<file path="src/rtl/float_min2_finder.sv">
// Min-sum check-node reduction: finds min1/min2 magnitudes, min1 index and sign XOR over DEG float32 messages.
// Optional: define FLOAT_MIN2_SAT_EN to clamp Inf/NaN magnitudes to the largest finite value before comparing.
module float_min2_finder #(
  parameter int DEG  = 6,
  parameter int IDXW = 3
) (
  input  logic            clk,
  input  logic            rst,
  input  logic            in_valid,
  output logic            in_ready,
  input  logic [31:0]     in_data,
  output logic            out_valid,
  input  logic            out_ready,
  output logic [30:0]     out_min1,
  output logic [30:0]     out_min2,
  output logic [IDXW-1:0] out_idx,
  output logic            out_sign
);

  typedef enum logic {ACC, HOLD} state_t;

  localparam logic [30:0]     MAG_INIT = 31'h7FFF_FFFF;
  localparam logic [30:0]     MAG_SAT  = 31'h7F7F_FFFF;
  localparam logic [IDXW-1:0] LAST_IDX = IDXW'(DEG - 1);

  state_t          state, state_nxt;
  logic [IDXW-1:0] cnt, idx, idx_nxt;
  logic [30:0]     min1, min2, min1_nxt, min2_nxt, mag;
  logic            sgn, sgn_nxt;
  logic            accept, last, release_out;

  // in_ready/out_valid decode straight from the state flop, so they stay registered.
  assign in_ready    = (state == ACC);
  assign out_valid   = (state == HOLD);
  assign accept      = in_valid && in_ready;
  assign last        = accept && (cnt == LAST_IDX);
  assign release_out = out_valid && out_ready;

`ifdef FLOAT_MIN2_SAT_EN
  assign mag = (in_data[30:23] == 8'hFF) ? MAG_SAT : in_data[30:0];
`else
  assign mag = in_data[30:0];
`endif

  // Strict less-than: on ties the earlier index keeps min1 and the later value becomes min2.
  always_comb begin
    // NOTE: every always_comb output gets a default first so no path leaves it unassigned (no latch).
    min1_nxt = min1;
    min2_nxt = min2;
    idx_nxt  = idx;
    sgn_nxt  = sgn ^ in_data[31];
    if (mag < min1) begin
      min2_nxt = min1;
      min1_nxt = mag;
      idx_nxt  = cnt;
    end else if (mag < min2) begin
      min2_nxt = mag;
    end
  end

  always_comb begin
    state_nxt = state;
    case (state)
      ACC:     if (last)      state_nxt = HOLD;
      HOLD:    if (out_ready) state_nxt = ACC;
      default: state_nxt = ACC;
    endcase
  end

  always_ff @(posedge clk or negedge rst) begin
    // NOTE: sequential state uses non-blocking assignments so all flops update from pre-edge values.
    if (!rst) state <= ACC;
    else      state <= state_nxt;
  end

  always_ff @(posedge clk or negedge rst) begin
    if (!rst) begin
      cnt  <= '0;
      idx  <= '0;
      min1 <= MAG_INIT;
      min2 <= MAG_INIT;
      sgn  <= 1'b0;
    end else if (release_out) begin
      cnt  <= '0;
      idx  <= '0;
      min1 <= MAG_INIT;
      min2 <= MAG_INIT;
      sgn  <= 1'b0;
    end else if (accept) begin
      cnt  <= last ? '0 : cnt + 1'b1;
      idx  <= idx_nxt;
      min1 <= min1_nxt;
      min2 <= min2_nxt;
      sgn  <= sgn_nxt;
    end
  end

  // Result registers capture the frame including the final input and hold until the next frame end.
  always_ff @(posedge clk or negedge rst) begin
    if (!rst) begin
      out_min1 <= '0;
      out_min2 <= '0;
      out_idx  <= '0;
      out_sign <= 1'b0;
    end else if (last) begin
      out_min1 <= min1_nxt;
      out_min2 <= min2_nxt;
      out_idx  <= idx_nxt;
      out_sign <= sgn_nxt;
    end
  end

endmodule
</file>
<file path="config.mk">
export PLATFORM = sky130hd
export DESIGN_NAME = float_min2_finder
export DESIGN_NICKNAME = d
export VERILOG_FILES = /design/src/rtl/float_min2_finder.sv
export SDC_FILE = /design/constraint.sdc
export NUM_CORES = 1
export LEC_CHECK = 0
export BUFFER_PORTS_ARGS = -buffer_cell sky130_fd_sc_hd__buf_2
export CAP_MARGIN = 20
export CORE_ASPECT_RATIO = 0.6
export CORE_MARGIN = 2
export CORE_UTILIZATION = 58
export DETAILED_ROUTE_END_ITERATION = 16
export PLACE_DENSITY = 0.8
export RECOVER_POWER = 100
export SYNTH_ARGS = -nofsm -noshare
export SYNTH_HDL_FRONTEND = slang
export SYNTH_SLANG_ARGS = --single-unit
</file>
<file path="constraint.sdc">
create_clock -name clk -period 3.33 [get_ports clk]
set_input_delay 0.666 -clock clk [delete_from_list [all_inputs] [get_ports clk]]
set_output_delay 0.666 -clock clk [all_outputs]
set_load 0.02 [all_outputs]
</file>
Word-level counts from Yosys, hierarchy flattened

Index checks and enable logic that the tools add are counted.

Bitwise gates (word level): 2
Magnitude comparators: 2
Equal/unequal tests: 1
Reduce and logical (&&, ||, !) cells: 4
Muxes and demuxes: 18
$add $sub $neg: 1

Operators by type and width:

| kind                | number |
|---|---|
| $mux 31             | 7 |
| $lt 31x31->1        | 2 |
| $mux 3              | 6 |
| $mux 1              | 4 |
| $add 3x1->3 const B | 1 |
| $eq 3x3->1 const B  | 1 |
| $logic_and 1x1->1   | 3 |
| $pmux 1 s2          | 1 |
| $reduce_bool 2->1   | 1 |
| $not 1->1           | 1 |
| $xor 1x1->1         | 1 |

Logic and storage cells: 38
Output and inout bits: 68
Bits in registers: 136

Logic depth before layout (Yosys ltp)

Depth after elaboration: 6
Gate-level depth with buffers: 11

Worst setup path before layout

Ideal clock, no wire load.

Path type: input to register
Start point: input port in_data[21]
End point: register out_min2[22]
Stages: 9
Setup slack: 0.690 ns
Arrival time: 2.499 ns
Cell sequence: ha_1 nand4_1 or4_1 o211ai_2 a21oi_4 buf_6 buf_6 a21oi_1 a31oi_1

Word-level cells in the longest chain between the ends: 3
Elaborated cells between the ends (all ways): 4
Classes of those cells: 2 x order compare; 2 x mux

RTL lines:

| what                   | RTL line | text |
|---|---|---|
| start: declaration     | 11       | `input logic [31:0] in_data,` |
| $lt 31x31->1           | 56       | `end else if (mag < min2) begin` |
| $mux 31                | 56       |  |
| $mux 31 *              | 52       | `if (mag < min1) begin` |
| end signal: assignment | 107      | `out_min2 <= min2_nxt;` |
| end: declaration       | 15       | `output logic [30:0] out_min2,` |

Every way passes the cells marked *; elsewhere a longest branch is shown, timed or not.
A chain may end at the register's enable or synchronous reset.

Worst setup path after layout

Start point: register min1[5]
End point: register min1[23]

Word-level cells in the longest chain between the ends: 4

RTL lines:

| what                     | RTL line | text |
|---|---|---|
| start: declaration       | 28       | `logic [30:0] min1, min2, min1_nxt, min2_nxt, mag;` |
| start signal: assignment | 92       | `min1 <= min1_nxt;` |
| $lt 31x31->1             | 52       |  |
| $mux 31                  | 52       |  |
| $mux 31                  | 89       | `end else if (accept) begin` |
| $mux 31                  | 83       | `end else if (release_out) begin` |

Every way passes these cells. The select of a mux whose other input is x is not followed.

==> impl_results.md <==
* Status: finished, violations left
* Failing checks: capacitance limit, slew limit
* Hold Path Class: input pin to flip-flop
* Die ar. at 14300 um^2
* Hold Violations, Final at 0
* Power Total at 10300 uW
* Vias in the first global route at between 6k and 7k
* WS Path Type: flip-flop to flip-flop
* Clk sinks at 136
* Die W at 153 um
* Distinct cell type count after synthesis at 45
* WP data arrival at 3.53 ns
* Routability cong. at a little under 0.9
* Fin crit period at 3.20 ns
* Synthesized area per cell at a little over 9 um^2
* Commonest non-fill, non-tap cells in the layout: nand2_1 (125), a31oi_1 (96), dfrtp_1 (74)
* CTS Hold Bufs at 0
* Syn_nets at just over 900
* Die Y at 93.4 um
* Setup bufs post-CTS at 0
* Area Growth Syn to Fin at 16.6%
* HPWL Detailed at 13600 um
* Post-Route Setup TNS at 0 ns
* CTS Buf Count at 17
* Worst path top cell family by delay: compound AO/OA/AOI/OAI gates
* Vias per inst at 6.27
* Worst Path Buf+Inv at 2
* PnR worst setup slack at 0.132 ns
* Global-route wire length before repair at 34800 um
* Finish-stage setup viols at 0
* FFs w/ async S/R, synth at 100%
* Starting Density at 59.8%
* Routed vias at 6924
* # H-tree levels at 4
* Startpoint Class: flip-flop
* Critical Path, Cell by Cell: inv_1 > ha_1 > a21o_1 > a221o_1 > a31oi_1 > o211ai_1 > a21oi_4 > o21ai_2 > buf_4 > a2bb2oi_1
* Crit-path slowest cell: dfstp_2
* Clk_lat worst skew at 0.42 ns
* Sequential share of the synthesized area at 45.0%
* Setup crit end kind: flip-flop
* Fin crit share at 96.0%
* Yosys reg bits at 136
* Req. time, crit path at 3.66 ns
* Unrepaired setup endpoints after global routing: false
* DRC viols at 0
* Pwr dens at 1140 nW/um^2
* Worst Path Max Fanout at 9
* Final WL at 21100 um
* Post-route ant nets at 0
* Most common cell after layout, fill and taps aside: nand2_1
* IO buf count at 103
* Max stage delay on crit path at 0.54 ns
* Slew HR at -91.8%
* Largest net degree at the start of global routing at 119
* Fmax at ~310 MHz
* Global Route Usage Sum at 30.8%
* CTS tree: done
* Initial DRC count at between 700 and 800
* Placed cells at 1072
* Lkg Pwr at 0.00417 uW
* Clock Tree Root: clkbuf_16
* CTS resizes at 0
* Core region area at between 10000 and 15000 um^2
* Worst Skew at 0.0112 ns
* Initial antenna violation count at 0
* Ports at 104
* EDFF count, synth at 0
* Post-Synthesis Cell Area at 7730 um^2
* Dpl ws at 0.0967 ns
* Actual slew at the worst max-slew pin at 2.88 ns
* Slew Viols, Final at 53
* WL/cell at 19.1 um
* Fin cells at 1104
* Clock-pin transition on the worst setup and hold timing paths at around 0.06 ns
* NumNets Final at 1019
* Drt pass-1 iters at 7
* Post-Syn Instances at 826
* Core Rows at 32
* Max cap viols at 1
* VDD IR-drop max at roughly 0.73 mV
* Layout cells sized above 1 at 21.4%
* Yosys warns at 0
* Total global routing overflow at 0
* # diodes at 0
* Max Root-Sink Buffers at 2
* Most used DFF post-synth: dfrtp_1
-- routing by layer --
metal	vias to the layer above	track usage (%)	part of all wire, %	wire, um
li1	3209	-	-	-
met3	20	6.77	9.3	1960
met2	335	45.0	43	9100
met1	3360	46.2	47	9870
met4	0	8.18	0.97	206
met5	-	0	0	0
-- path summary, 6_finish.rpt --
check | startpoint | to | slack [ns] | cells after the start
min reg2reg | out_sign | out_sign | 0.48 | 2
min | out_ready | out_valid | 0.46 | 2
min in group asynchronous | rst | out_min1[6] | 1.15 | 1
max reg2reg | min1[5] | min1[23] | 0.13 | 10
max | min1[5] | min1[23] | 0.13 | 10
max in group asynchronous | rst | out_min2[0] | 0.52 | 1
-- where the power goes --
group	total, uW	internal, uW	leakage, uW	switching [uW]
logic	4810	1740	0.00233	3080
registers	3290	2700	0.00152	584
clock network	2180	1410	0.000324	772
-- per-stage QoR --
| step | hold slack [ns] | util (%) | area (um^2) |
|---|---|---|---|
| detailed placement | 0.468 | 65.6 | 8480 |
| CTS | 0.202 | 70.8 | 9160 |
| floorplan | 0.370 | - | 7730 |
| finish | 0.460 | 69.7 | 9010 |
| global placement | 0.460 | 65.6 | 8480 |
| global route | 0.454 | 69.7 | 9010 |
-- cells in the mapped netlist, types with 2 or more instances --
master | instances | area, um^2
nand3_1 | 5 | 25.0
a31oi_1 | 96 | 601
nand2_1 | 125 | 469
buf_6 | 10 | 113
inv_1 | 64 | 240
a221oi_1 | 2 | 17.5
a2bb2oi_1 | 31 | 272
o21a_1 | 3 | 22.5
ha_1 | 62 | 776
a31o_2 | 31 | 272
nor2_1 | 74 | 278
nor3_1 | 3 | 15.0
a211oi_1 | 2 | 15.0
a22o_1 | 3 | 26.3
nand4_1 | 7 | 43.8
clkbuf_1 | 30 | 113
o21ai_0 | 17 | 85.1
a21oi_2 | 12 | 105
buf_4 | 3 | 22.5
o32ai_1 | 31 | 272
dfrtp_1 | 74 | 1850
buf_2 | 12 | 60.1
dfstp_2 | 62 | 1630
nor2b_1 | 3 | 18.8
a21oi_1 | 43 | 215
a21o_1 | 2 | 15.0
-- flip-flops by register name, summed over array words and instances, names as in the netlist --
register / flops
cnt: 3
out_min2: 31
idx: 3
out_sign: 1
out_min1: 31
min2: 31
sgn: 1
min1: 31
out_idx: 3
out_valid: 1
-- kinds of logic after synthesis --
group | after synthesis | share of synthesized area, %
AOI/OAI and AO/OA | 285 | 26.2
and+or+nand+nor | 221 | 11.4
DFF | 136 | 45.0
buffers and inverters | 120 | 7.14
adders and majority gates | 62 | 10.0
xor gates and xnor gates | 1 | 0.113
muxes | 1 | 0.129
-- layout make-up --
cell class,instances,area [um^2]
clock buffer,17,425
inverter,64,240
clock inverter,15,249
sequential,136,3480
multi-input combinational,570,3700
tap,170,213
fill,1033,3920
timing repair buffer,132,706
Power figures use the tool's default switching activity.
